`config.mk`:
```
export PLATFORM = sky130hd
export DESIGN_NAME = ps2_uart_tx_flat
export DESIGN_NICKNAME = d
export VERILOG_FILES = /design/src/rtl/ps2_uart_tx_pkg.sv /design/src/rtl/ps2_uart_tx_if.sv /design/src/rtl/ps2_uart_baud_gen.sv /design/src/rtl/ps2_uart_tx.sv /design/src/flat_wrapper.sv
export SDC_FILE = /design/constraint.sdc
export NUM_CORES = 1
export LEC_CHECK = 0
export BUFFER_PORTS_ARGS = -buffer_cell sky130_fd_sc_hd__buf_2
export CAP_MARGIN = 20
export CORE_UTILIZATION = 35
export CTS_BUF_LIST = sky130_fd_sc_hd__clkbuf_16
export DETAILED_ROUTE_END_ITERATION = 6
export HOLD_SLACK_MARGIN = 0.06
export SKIP_CTS_REPAIR_TIMING = 1
export SYNTH_ARGS = -nofsm -noshare
export SYNTH_HDL_FRONTEND = slang
export SYNTH_SLANG_ARGS = --single-unit
```
`constraint.sdc`:
```
create_clock -name CLK -period 2.1 [get_ports CLK]
set_input_delay 0.315 -clock CLK [delete_from_list [all_inputs] [get_ports CLK]]
set_output_delay 0.315 -clock CLK [all_outputs]
set_load 0.005 [all_outputs]
```
`src/rtl/ps2_uart_tx_pkg.sv`:
```
// Shared constants and types for the PS2 UART transmit path.
// Parity support elsewhere is enabled by defining PS2_UART_TX_PARITY_EN.
package ps2_uart_pkg;

  localparam int unsigned UART_DATA_BITS = 8;

  // 3-bit state encoding, kept as plain constants for legacy tooling
  localparam logic [2:0] ST_IDLE   = 3'd0;
  localparam logic [2:0] ST_START  = 3'd1;
  localparam logic [2:0] ST_DATA   = 3'd2;
  localparam logic [2:0] ST_PARITY = 3'd3;
  localparam logic [2:0] ST_STOP   = 3'd4;

  typedef logic [UART_DATA_BITS-1:0] uart_byte_t;

endpackage

```
`src/rtl/ps2_uart_tx_if.sv`:
```
// Byte handshake and serial line bundle between the FT2232 side and the PS2 transmitter.
interface ps2_uart_tx_if;
  import ps2_uart_pkg::*;

  uart_byte_t TX_DATA;
  logic       TX_VALID;
  logic       TX_READY;
  logic       TX;
  logic       TX_BUSY;

  modport master (output TX_DATA, output TX_VALID, input TX_READY, input TX, input TX_BUSY);
  modport slave  (input TX_DATA, input TX_VALID, output TX_READY, output TX, output TX_BUSY);
endinterface

```
`src/rtl/ps2_uart_baud_gen.sv`:
```
// Bit-period counter: counts 0..CLKS_PER_BIT-1 and flags the last cycle of each period.
module ps2_uart_baud_gen #(
  parameter int unsigned CLKS_PER_BIT = 521
) (
  input  logic clk,
  input  logic rst,
  input  logic clear,
  output logic bit_tick
);

  localparam int unsigned CNT_W = (CLKS_PER_BIT > 1) ? $clog2(CLKS_PER_BIT) : 1;
  localparam logic [CNT_W-1:0] LAST = CNT_W'(CLKS_PER_BIT - 1);

  logic [CNT_W-1:0] cnt_q;
  logic [CNT_W-1:0] cnt_next;

  always_comb begin
    cnt_next = cnt_q + CNT_W'(1);
    if (clear || (cnt_q == LAST)) cnt_next = '0;
  end

  // Tick is registered from the next count so it is high exactly while cnt_q == LAST
  always_ff @(posedge clk or posedge rst) begin
    if (rst) begin
      cnt_q    <= '0;
      bit_tick <= 1'b0;
    end else begin
      cnt_q    <= cnt_next;
      bit_tick <= (cnt_next == LAST);
    end
  end

endmodule

```
`src/rtl/ps2_uart_tx.sv`:
```
// 8N1/8N2 UART transmitter towards the PS2 RX line; define PS2_UART_TX_PARITY_EN
// to insert an even-parity bit between data bit 7 and the stop bit(s).
module ps2_uart_tx
  import ps2_uart_pkg::*;
#(
  parameter int unsigned CLKS_PER_BIT = 521,
  parameter int unsigned STOP_BITS    = 1
) (
  input  logic         CLK,
  input  logic         RST,
  ps2_uart_tx_if.slave bus
);

  logic [2:0]  state_q, state_next;
  uart_byte_t  shift_q, shift_next;
  logic [2:0]  bit_cnt_q, bit_cnt_next;
  logic        tx_q, tx_next;
  logic        ready_q, ready_next;
  logic        busy_q, busy_next;
  logic        bit_tick;
  logic        baud_clr_c;
`ifdef PS2_UART_TX_PARITY_EN
  logic        par_q, par_next;
`endif

  ps2_uart_baud_gen #(.CLKS_PER_BIT(CLKS_PER_BIT)) u_baud (
    .clk      (CLK),
    .rst      (RST),
    .clear    (baud_clr_c),
    .bit_tick (bit_tick)
  );

  // Next-state and next-output logic; TX follows the current state one cycle later
  always_comb begin
    state_next   = state_q;
    shift_next   = shift_q;
    bit_cnt_next = bit_cnt_q;
    tx_next      = 1'b1;
`ifdef PS2_UART_TX_PARITY_EN
    par_next     = par_q;
`endif
    case (state_q)
      ST_IDLE: begin
        if (bus.TX_VALID && ready_q) begin
          state_next   = ST_START;
          shift_next   = bus.TX_DATA;
          bit_cnt_next = '0;
`ifdef PS2_UART_TX_PARITY_EN
          par_next     = ^bus.TX_DATA;
`endif
        end
      end
      ST_START: begin
        tx_next = 1'b0;
        if (bit_tick) state_next = ST_DATA;
      end
      ST_DATA: begin
        tx_next = shift_q[0];
        if (bit_tick) begin
          shift_next   = {1'b0, shift_q[UART_DATA_BITS-1:1]};
          bit_cnt_next = bit_cnt_q + 3'd1;
          if (bit_cnt_q == 3'(UART_DATA_BITS - 1)) begin
`ifdef PS2_UART_TX_PARITY_EN
            state_next = ST_PARITY;
`else
            state_next = ST_STOP;
`endif
          end
        end
      end
`ifdef PS2_UART_TX_PARITY_EN
      ST_PARITY: begin
        tx_next = par_q;
        if (bit_tick) state_next = ST_STOP;
      end
`endif
      ST_STOP: begin
        // bit_cnt has wrapped to 0 after the data bits and now counts stop bits
        if (bit_tick) begin
          if (bit_cnt_q == 3'(STOP_BITS - 1)) begin
            state_next   = ST_IDLE;
            bit_cnt_next = '0;
          end else begin
            bit_cnt_next = bit_cnt_q + 3'd1;
          end
        end
      end
      default: state_next = ST_IDLE;
    endcase
    baud_clr_c = (state_next != state_q) || (state_q == ST_IDLE);
    ready_next = (state_next == ST_IDLE);
    busy_next  = (state_next != ST_IDLE);
  end

  always_ff @(posedge CLK or posedge RST) begin
    if (RST) begin
      state_q   <= ST_IDLE;
      shift_q   <= '0;
      bit_cnt_q <= '0;
      tx_q      <= 1'b1;
      ready_q   <= 1'b1;
      busy_q    <= 1'b0;
`ifdef PS2_UART_TX_PARITY_EN
      par_q     <= 1'b0;
`endif
    end else begin
      state_q   <= state_next;
      shift_q   <= shift_next;
      bit_cnt_q <= bit_cnt_next;
      tx_q      <= tx_next;
      ready_q   <= ready_next;
      busy_q    <= busy_next;
`ifdef PS2_UART_TX_PARITY_EN
      par_q     <= par_next;
`endif
    end
  end

  assign bus.TX       = tx_q;
  assign bus.TX_READY = ready_q;
  assign bus.TX_BUSY  = busy_q;

endmodule

```
`src/flat_wrapper.sv`:
```
// flat-port wrapper written by rule: the top's interface ports become plain ports
module ps2_uart_tx_flat import ps2_uart_pkg::*;
#(
  parameter int unsigned CLKS_PER_BIT = 521,
  parameter int unsigned STOP_BITS    = 1
)
  (CLK, RST, bus_TX_DATA, bus_TX_VALID, bus_TX_READY, bus_TX, bus_TX_BUSY);
  ps2_uart_tx_if bus_i ();
  input  logic CLK;
  input  logic RST;
  input wire logic [$bits(bus_i.TX_DATA)-1:0] bus_TX_DATA;
  input wire logic [$bits(bus_i.TX_VALID)-1:0] bus_TX_VALID;
  output wire logic [$bits(bus_i.TX_READY)-1:0] bus_TX_READY;
  output wire logic [$bits(bus_i.TX)-1:0] bus_TX;
  output wire logic [$bits(bus_i.TX_BUSY)-1:0] bus_TX_BUSY;
  assign bus_i.TX_DATA = bus_TX_DATA;
  assign bus_i.TX_VALID = bus_TX_VALID;
  assign bus_TX_READY = bus_i.TX_READY;
  assign bus_TX = bus_i.TX;
  assign bus_TX_BUSY = bus_i.TX_BUSY;
  ps2_uart_tx #(.CLKS_PER_BIT(CLKS_PER_BIT), .STOP_BITS(STOP_BITS)) u_core (.CLK(CLK), .RST(RST), .bus(bus_i));
endmodule
```
## Word-level counts from Yosys, hierarchy flattened

Cells that the tools add are included.

- Reductions and logical operators: 11
- Multipliers: 0
- $lt $le $gt $ge: 0
- Multiplexer cells: 17
- Bitwise logic cells: 0
- $add $sub $neg: 2
- Divide/modulo/power cells: 0
- Shift-type cells: 0
- Equality and inequality tests: 10

Operator list:

| kind | count |
|---|---|
| $mux 3 | 10 |
| $eq 10x10->1 const B | 2 |
| $mux 8 | 2 |
| $pmux 8 s2 | 1 |
| $pmux 3 s4 | 1 |
| $add 10x1->10 const B | 1 |
| $mux 10 | 1 |
| $logic_not 3->1 | 3 |
| $pmux 3 s3 | 1 |
| $eq 3x3->1 const B | 2 |
| $reduce_bool 3->1 | 2 |
| $ne 2x2->1 const B | 2 |
| $reduce_and 4->1 | 1 |
| $add 3x1->3 const B | 1 |
| $eq 3x1->1 const B | 1 |
| $eq 3x2->1 const B | 1 |
| $ne 3x3->1 | 1 |
| $reduce_and 3->1 | 1 |
| $logic_or 1x1->1 | 2 |
| $ne 2x1->1 const B | 1 |
| $pmux 1 s2 | 1 |
| $reduce_bool 2->1 | 1 |
| $logic_and 1x1->1 | 1 |

- Latch bits: 0
- RAM bits: 0
- Output and inout bits: 3
- Register bits after elaboration: 28
- Memories: 0
- ROM bits: 0
- Word-level logic and storage cells: 48

## Depth between registers and ports, before layout

Gate-level depths: netlist of the first run.

- Depth in word-level cells: 9
- Depth in mapped cells: 8
- Gate-level depth less buffers: 7

## Modules after synthesis

Synthesis of the first run repeated with hierarchy kept, for this count alone.

- Cell total of the unflattened synthesis: 163
- Area, all modules: 1609.0 sq um

Modules (own cells, without submodules):

| module | area an instance (sq um) | instances | cells each |
|---|---|---|---|
| ps2_uart_tx | 935.9 | 1 | 89 |
| ps2_uart_baud_gen | 673.1 | 1 | 74 |

## Least setup slack after synthesis of the first run

Ideal clock, no wire load.

- Kind: reg2reg
- From: reg u_core.u_baud.cnt_q[0]
- To: reg u_core.u_baud.bit_tick
- Library setup time: 0.096 ns
- Slack: 0.408 ns
- Path buffers: 0
- Required time: 2.004 ns
- Data arrival time: 1.596 ns
- Cell stages (with the launch flop): 7
- Path through: dfrtp_1 ha_1 and3_4 nor3_1 a31oi_1 or4_1 nor4_2

- Word-level cells in the longest chain between the ends: 4

RTL lines:

| item | line | RTL |
|---|---|---|
| start: declaration | ps2_uart_baud_gen.sv:14 | `logic [CNT_W-1:0] cnt_q;` |
| start signal: assignment | ps2_uart_baud_gen.sv:28 | `cnt_q <= cnt_next;` |
| branches (longest 2 deep; another with $add 10x1->10) | -- |  |
| $mux 10 * | ps2_uart_baud_gen.sv:19 | `if (clear \|\| (cnt_q == LAST)) cnt_next = '0;` |
| $eq 10x10->1 * | ps2_uart_baud_gen.sv:29 | `bit_tick <= (cnt_next == LAST);` |
| end signal: assignment | ps2_uart_baud_gen.sv:29 |  |
| end: declaration | ps2_uart_baud_gen.sv:8 | `output logic bit_tick` |

Every way passes the cells marked *.
A chain may end at the register's enable or synchronous reset.

## Worst setup path in the final report of the first run

Same ends and word-level chain as after synthesis.

==> results of run 1 <==
==> state kept, by name (all words and copies together), names as in the netlist <==
name and flops:
u_core.state_q 3, u_core.bus.TX_BUSY 1, u_core.bus.TX_READY 1, u_core.u_baud.bit_tick 1, u_core.shift_q 8, u_core.bus.TX 1
u_core.bit_cnt_q 3, u_core.u_baud.cnt_q 10
==> worst min-delay path, stage by stage <==
cell,delay [ns]
buf_2,0.09
inv_1,0.04
buf_4,0.33
==> layout make-up <==
type,instances,area [um^2],area share (%)
Multi-Input combinational cell,112,733,42.8
Timing Repair Buffer,17,95.1,5.55
Clock inverter,1,3.75,0.219
Clock buffer,3,75.1,4.38
Sequential cell,28,703,41.0
Tap cell,50,62.6,3.65
Inverter,11,41.3,2.41
==> cells by family (layout without fill, tap and decap cells) <==
kind of cell	Yosys count	in the layout
flops	28	28
buf+inv	19	32
xor+xnor	10	10
fa+ha+maj	5	5
simple gates	60	60
mux	10	10
compound gates	27	27
==> placed cells by master, fill, tap and decap left out, types with 2 or more instances in the layout <==
cell type / instances
inv_1: 10
and3_1: 3
dfstp_2: 2
mux2i_1: 9
a22o_1: 2
nor4_1: 2
buf_2: 13
o21ai_0: 7
xnor2_1: 5
nand3b_1: 2
nor2b_1: 3
buf_4: 4
or4_1: 2
nand3_1: 6
xor2_1: 5
ha_1: 5
dfrtp_1: 26
clkbuf_16: 3
a21oi_1: 8
nor2_1: 22
a22oi_1: 2
nand2_1: 11
nor3_1: 2
==> synthesized netlist by cell type, types with 3 or more instances <==
cell | number | share of area (%)
buf_6 | 4 | 2.9
nand3_1 | 6 | 1.9
dfrtp_1 | 26 | 42
buf_2 | 4 | 1.3
nor2b_1 | 3 | 1.2
inv_1 | 10 | 2.4
nor2_1 | 22 | 5.4
ha_1 | 5 | 4.1
xnor2_1 | 5 | 2.8
o21ai_0 | 7 | 2.3
mux2i_1 | 9 | 5.8
and3_1 | 3 | 1.2
nand2_1 | 11 | 2.7
a21oi_1 | 8 | 2.6
xor2_1 | 5 | 2.8
==> per-stage QoR <==
step	setup WS, ns	instance area [um^2]	util, %	cells	power, mW
finish	0.256	1710	41.7	222	1.64
global route	0.124	1710	41.7	222	1.78
CTS	0.249	1710	41.7	222	1.67
detailed placement	0.285	1640	39.7	218	1.22
global placement	0.353	1640	39.7	218	1.19
floorplan	0.408	1540	-	159	1.14
==> metal layers <==
metal | share of wire [%] | GRT usage [%]
met1 | 46 | 16.5
met5 | 0 | 0
met2 | 50 | 25.4
met4 | 0.60 | 4.17
met3 | 2.8 | 4.17
==> how the worst min path moves through the flow <==
| stage | to | slack (ns) | cells after the start |
|---|---|---|---|
| 2_1_floorplan | u_core.bit_cnt_q[0]$_DFFE_PP0P_ | 0.38 | 1 |
| 3_3_place_gp | u_core.u_baud.cnt_q[5]$_DFF_PP0_ | 0.39 | 3 |
| 3_5_place_dp | u_core.u_baud.cnt_q[5]$_DFF_PP0_ | 0.40 | 3 |
| 4_1_cts | u_core.shift_q[3]$_DFFE_PP0P_ | 0.12 | 3 |
| 5_1_grt | u_core.u_baud.cnt_q[5]$_DFF_PP0_ | 0.17 | 3 |
| 6_report | u_core.shift_q[6]$_DFFE_PP0P_ | 0.11 | 3 |
==> where the power goes <==
group | switching (mW) | internal, mW | total (mW)
combinational | 0.208 | 0.189 | 0.397
clock | 0.176 | 0.255 | 0.432
sequential | 0.129 | 0.687 | 0.816
total | 0.513 | 1.13 | 1.64
==> results.cfg, run 1 <==
[critical_path]
crit_cells = 6
path_class = reg2reg
worstRegToRegCells = 6
required_ns = 2.27
r2r_slack_ns = 0.26
critPathCapture = u_core.u_baud.bit_tick$_DFF_PP0_
start_kind = register
cp.buffers_inverters = 0
cp_max_fo = 5
reg2reg_to = u_core.u_baud.bit_tick$_DFF_PP0_
cpLargestDelayFamily = simple AND/OR/NAND/NOR gates
worstPathCellList = ha_1 > and3_4 > nor3_1 > a31oi_1 > or4_1 > nor4_2
r2r-start = u_core.u_baud.cnt_q[0]$_DFF_PP0_
crit_arrival_ns = 2.01
crit_slowest_cell = or4_1
crit_path_end_kind = register
crit_start = u_core.u_baud.cnt_q[0]$_DFF_PP0_
slowest_delay_ns = 0.50

[synth]
synthAdderAreaFrac_pct = 4.06
synthFlopType = dfrtp_1
synth_xor_area_share_pct = 5.68
synth_mux_area_share_pct = 6.57
synth_nets = 175
synth-edff-count = 0
syn_inst = 159
synth_area_um2 = 1540
seq_area_frac_synth_pct = 45.6
synth_area_per_cell_um2 = 9.70
ys_ff_latch = 28
synth_cell_types = 39
synth_top_family_by_area = simple AND/OR/NAND/NOR gates
synth-compound-area-share_pct = 11.4
yosysWarnings = 0
synthArstFlopShare_pct = 100
synth_simple_gate_area_share_pct = 19.9

[drt]
drc = 0
avgViaCountPerCell = 5.08
drt_iter0_drc = 84
wl_per_cell_um = 12.7
vias = 1127
detail_route.first_pass.iterations = 4
ant_nets = 0
drt-total-wl_um = 2810

[global_routing]
gr-total-overflow = 0
grt_usage_pct = 14.3
grt_pass1_wl_um = 4950
grt_antenna_before_repair = 0
grt_pass1_vias = 1152
grt_max_degree = 29

[power]
ir_drop_v = 0.000445
powerDensity_nw_per_um2 = 959
leakagePower_nw = 0.758

[timing]
report.final.setup_viol = 0
grt_setup_unrepaired = false
period_share_pct = 87.8
hold_violations = 0
timing.slew.headroom_pct = 76.2
hold_ws_ns = 0.106
fin_skew_ns = 0.00483
tns_ns = 0
max_freq_ghz = 0.542
fin_crit_ns = 1.84
slew_violations = 0
tightest_slew_ns = 0.357

[floorplanning]
die_y_um = 68.4
fp-row-count = 23
die_area_um2 = 4680
io_pins = 14
initial_core_util_pct = 37.5
die_w_um = 68.4
core_region_area_um2 = 4120

[run_status]
status = finished, final reports clean

[cts]
cts.sinks = 28
cts_root_buffer = clkbuf_16
cts_tree = yes
clockBufferDepth = 2
clk_pin_slew_worst_paths_ns = 0.07
clock_latency_ns = 0.26
htreeDepth = 1
cts_buffers = 3

[cells_and_area]
drive_gt1_share_pct = 18.0
nets = 189
nFillCells = 404
area_growth_pct = 11.1
diodes = 0

[placed_design]
gp_congestion = 0.801
port_buffers = 13
dp_hpwl_um = 2010

[flow_run]
drv_cap = 0

[worst_hold_path]
hold_class = in2async
Note: power is estimated with default switching activity, not from simulation.
==> run 2, diff against run 1 <==
Settings changed: CORE_UTILIZATION 35 to 50, PLACE_DENSITY from default to 0.69.
==> run 2 against run 1 <==
Compared with the run above: the flow now finishes with violations (design-rule violations); worst hold slack got worse by 0.016 ns; sequential share of layout area is 0.58 points higher; die area fell by 29%; wire length decreased by 7.7%; core utilization increased by 18 points; cell count decreased by 8.6%; clock skew is 0.00053 ns lower; sequential power barely moved; non-clock buffer count unchanged; critical endpoint unchanged.
==> results.cfg, run 2 (synthesis results as in run 1) <==
[timing]
timing.slew.headroom_pct = 63.4
fin_ws_ns = 0.264
tns_ns = 0
report.final.setup_viol = 0
grt_setup_unrepaired = false
tightest_slew_ns = 0.548
hold_violations = 0
period_share_pct = 87.4
slew_violations = 0
max_freq_ghz = 0.545
fin_skew_ns = 0.00430
fin_crit_ns = 1.84

[placed_design]
gp_congestion = 0.837
place_area_um2 = 1610
post-place-ws_ns = 0.281
dp_hpwl_um = 1920
port_buffers = 13

[power]
switching_power_mw = 0.500
pwr-share-seq_pct = 50.0
power_report.internal_total_mw = 1.13
clock_power_share_pct = 25.9
ir_drop_v = 0.000469
leakagePower_nw = 0.762
powerDensity_nw_per_um2 = 964
swShare_pct = 30.7
p_comb_share_pct = 24.0

[global_routing]
gr-total-overflow = 0
grt_max_degree = 16
grt_usage_pct = 17.7
grt_pass1_wl_um = 4490
grt_pass1_vias = 1050
grt_antenna_before_repair = 0

[cells_and_area]
area_growth_pct = 9.57
drive_gt1_share_pct = 18.0
largest_register_ffs = 10
final_cell_area_um2 = 1690
fin_util_pct = 59.8
diodes = 0
final_common_cell = dfrtp_1
top_register = u_core.u_baud.cnt_q
final_cell_mix = 26 x dfrtp_1, 22 x nor2_1, 13 x buf_2
top_regs = u_core.u_baud.cnt_q x10, u_core.shift_q x8
nets = 189

[cts]
cts_buffers = 3
clockBufferDepth = 2
cts_tree = yes
clk_pin_slew_worst_paths_ns = 0.07
clock_latency_ns = 0.26
cts.sinks = 28
cts_root_buffer = clkbuf_16
htreeDepth = 1

[critical_path]
crit_path_end_kind = register
r2r_slack_ns = 0.26
required_ns = 2.26
start_kind = register
crit_arrival_ns = 2.00
cp_max_fo = 5
path_class = reg2reg

[floorplanning]
core_region_area_um2 = 2830
io_pins = 14
die_area_um2 = 3310
die_w_um = 57.5
fp-row-count = 19
die_y_um = 57.5
initial_core_util_pct = 54.5

[flow_run]
drv_cap = 0

[drt]
detail_route.first_pass.iterations = 6
drt_iter0_drc = 77
wl_per_cell_um = 12.8
avgViaCountPerCell = 5.60
drc = 3
vias = 1137
ant_nets = 0
drt-total-wl_um = 2600

[worst_hold_path]
hold_class = in2async

[run_status]
status = finished with violations
failed_checks = design-rule violations
## run 2: cell count changes in the layout (fill, tap and decap cells not counted), sizes merged
| cell | change |
|---|---|
| inv | +1 |
| clkinv | -1 |
## run 2: routing by layer
layer / global-route usage [%] / wire [um] / vias to the layer above
met3: 2.95 / 92 / 2
met5: 0 / 0 / -
met2: 30.2 / 1350 / 31
met1: 21.7 / 1130 / 537
li1: - / - / 567
met4: 8.71 / 27 / 0
## run 2: worst paths after layout
kind / startpoint / end / cells after the start
min in group CLK: bus_TX_DATA[7] / u_core.shift_q[7]$_DFFE_PP0P_ / 3
max in group asynchronous: RST / u_core.u_baud.cnt_q[2]$_DFF_PP0_ / 3
setup / recovery: u_core.u_baud.cnt_q[0]$_DFF_PP0_ / u_core.u_baud.bit_tick$_DFF_PP0_ / 6
hold reg to reg: u_core.u_baud.cnt_q[0]$_DFF_PP0_ / u_core.u_baud.cnt_q[0]$_DFF_PP0_ / 1
setup reg to reg: u_core.u_baud.cnt_q[0]$_DFF_PP0_ / u_core.u_baud.bit_tick$_DFF_PP0_ / 6
hold / removal: RST / u_core.shift_q[2]$_DFFE_PP0P_ / 2
## run 2: stage by stage
| stage | power, mW | hold WS [ns] | instances |
|---|---|---|---|
| 2_1_floorplan | 1.14 | 0.379 | 159 |
| 3_3_place_gp | 1.19 | 0.387 | 199 |
| 3_5_place_dp | 1.22 | 0.393 | 199 |
| 4_1_cts | 1.65 | 0.117 | 203 |
| 5_1_grt | 1.74 | 0.138 | 203 |
| 6_report | 1.63 | 0.0902 | 203 |
## run 2: worst max-delay path, stage by stage, from the launching register on
cell	delay, ns
dfrtp_1	0.41
ha_1	0.28
and3_4	0.22
nor3_1	0.13
a31oi_1	0.06
or4_1	0.50
nor4_2	0.15
## run 2: cell type report
type | count | area [um^2]
Tap cell | 31 | 38.8
Fill cell | 259 | 1140
Inverter | 11 | 41.3
Multi-Input combinational cell | 112 | 733
Timing Repair Buffer | 17 | 95.1
Clock buffer | 3 | 75.1
Sequential cell | 28 | 703
Clock inverter | 1 | 3.75
## run 2: power by group through the flow
stage               clock [mW]  sequential [mW]  combinational (mW)
floorplan                    0            0.774               0.363
global placement             0            0.813               0.379
detailed placement           0            0.824               0.393
CTS                      0.435            0.814               0.396
global route             0.463            0.835               0.446
finish                   0.423            0.815               0.392
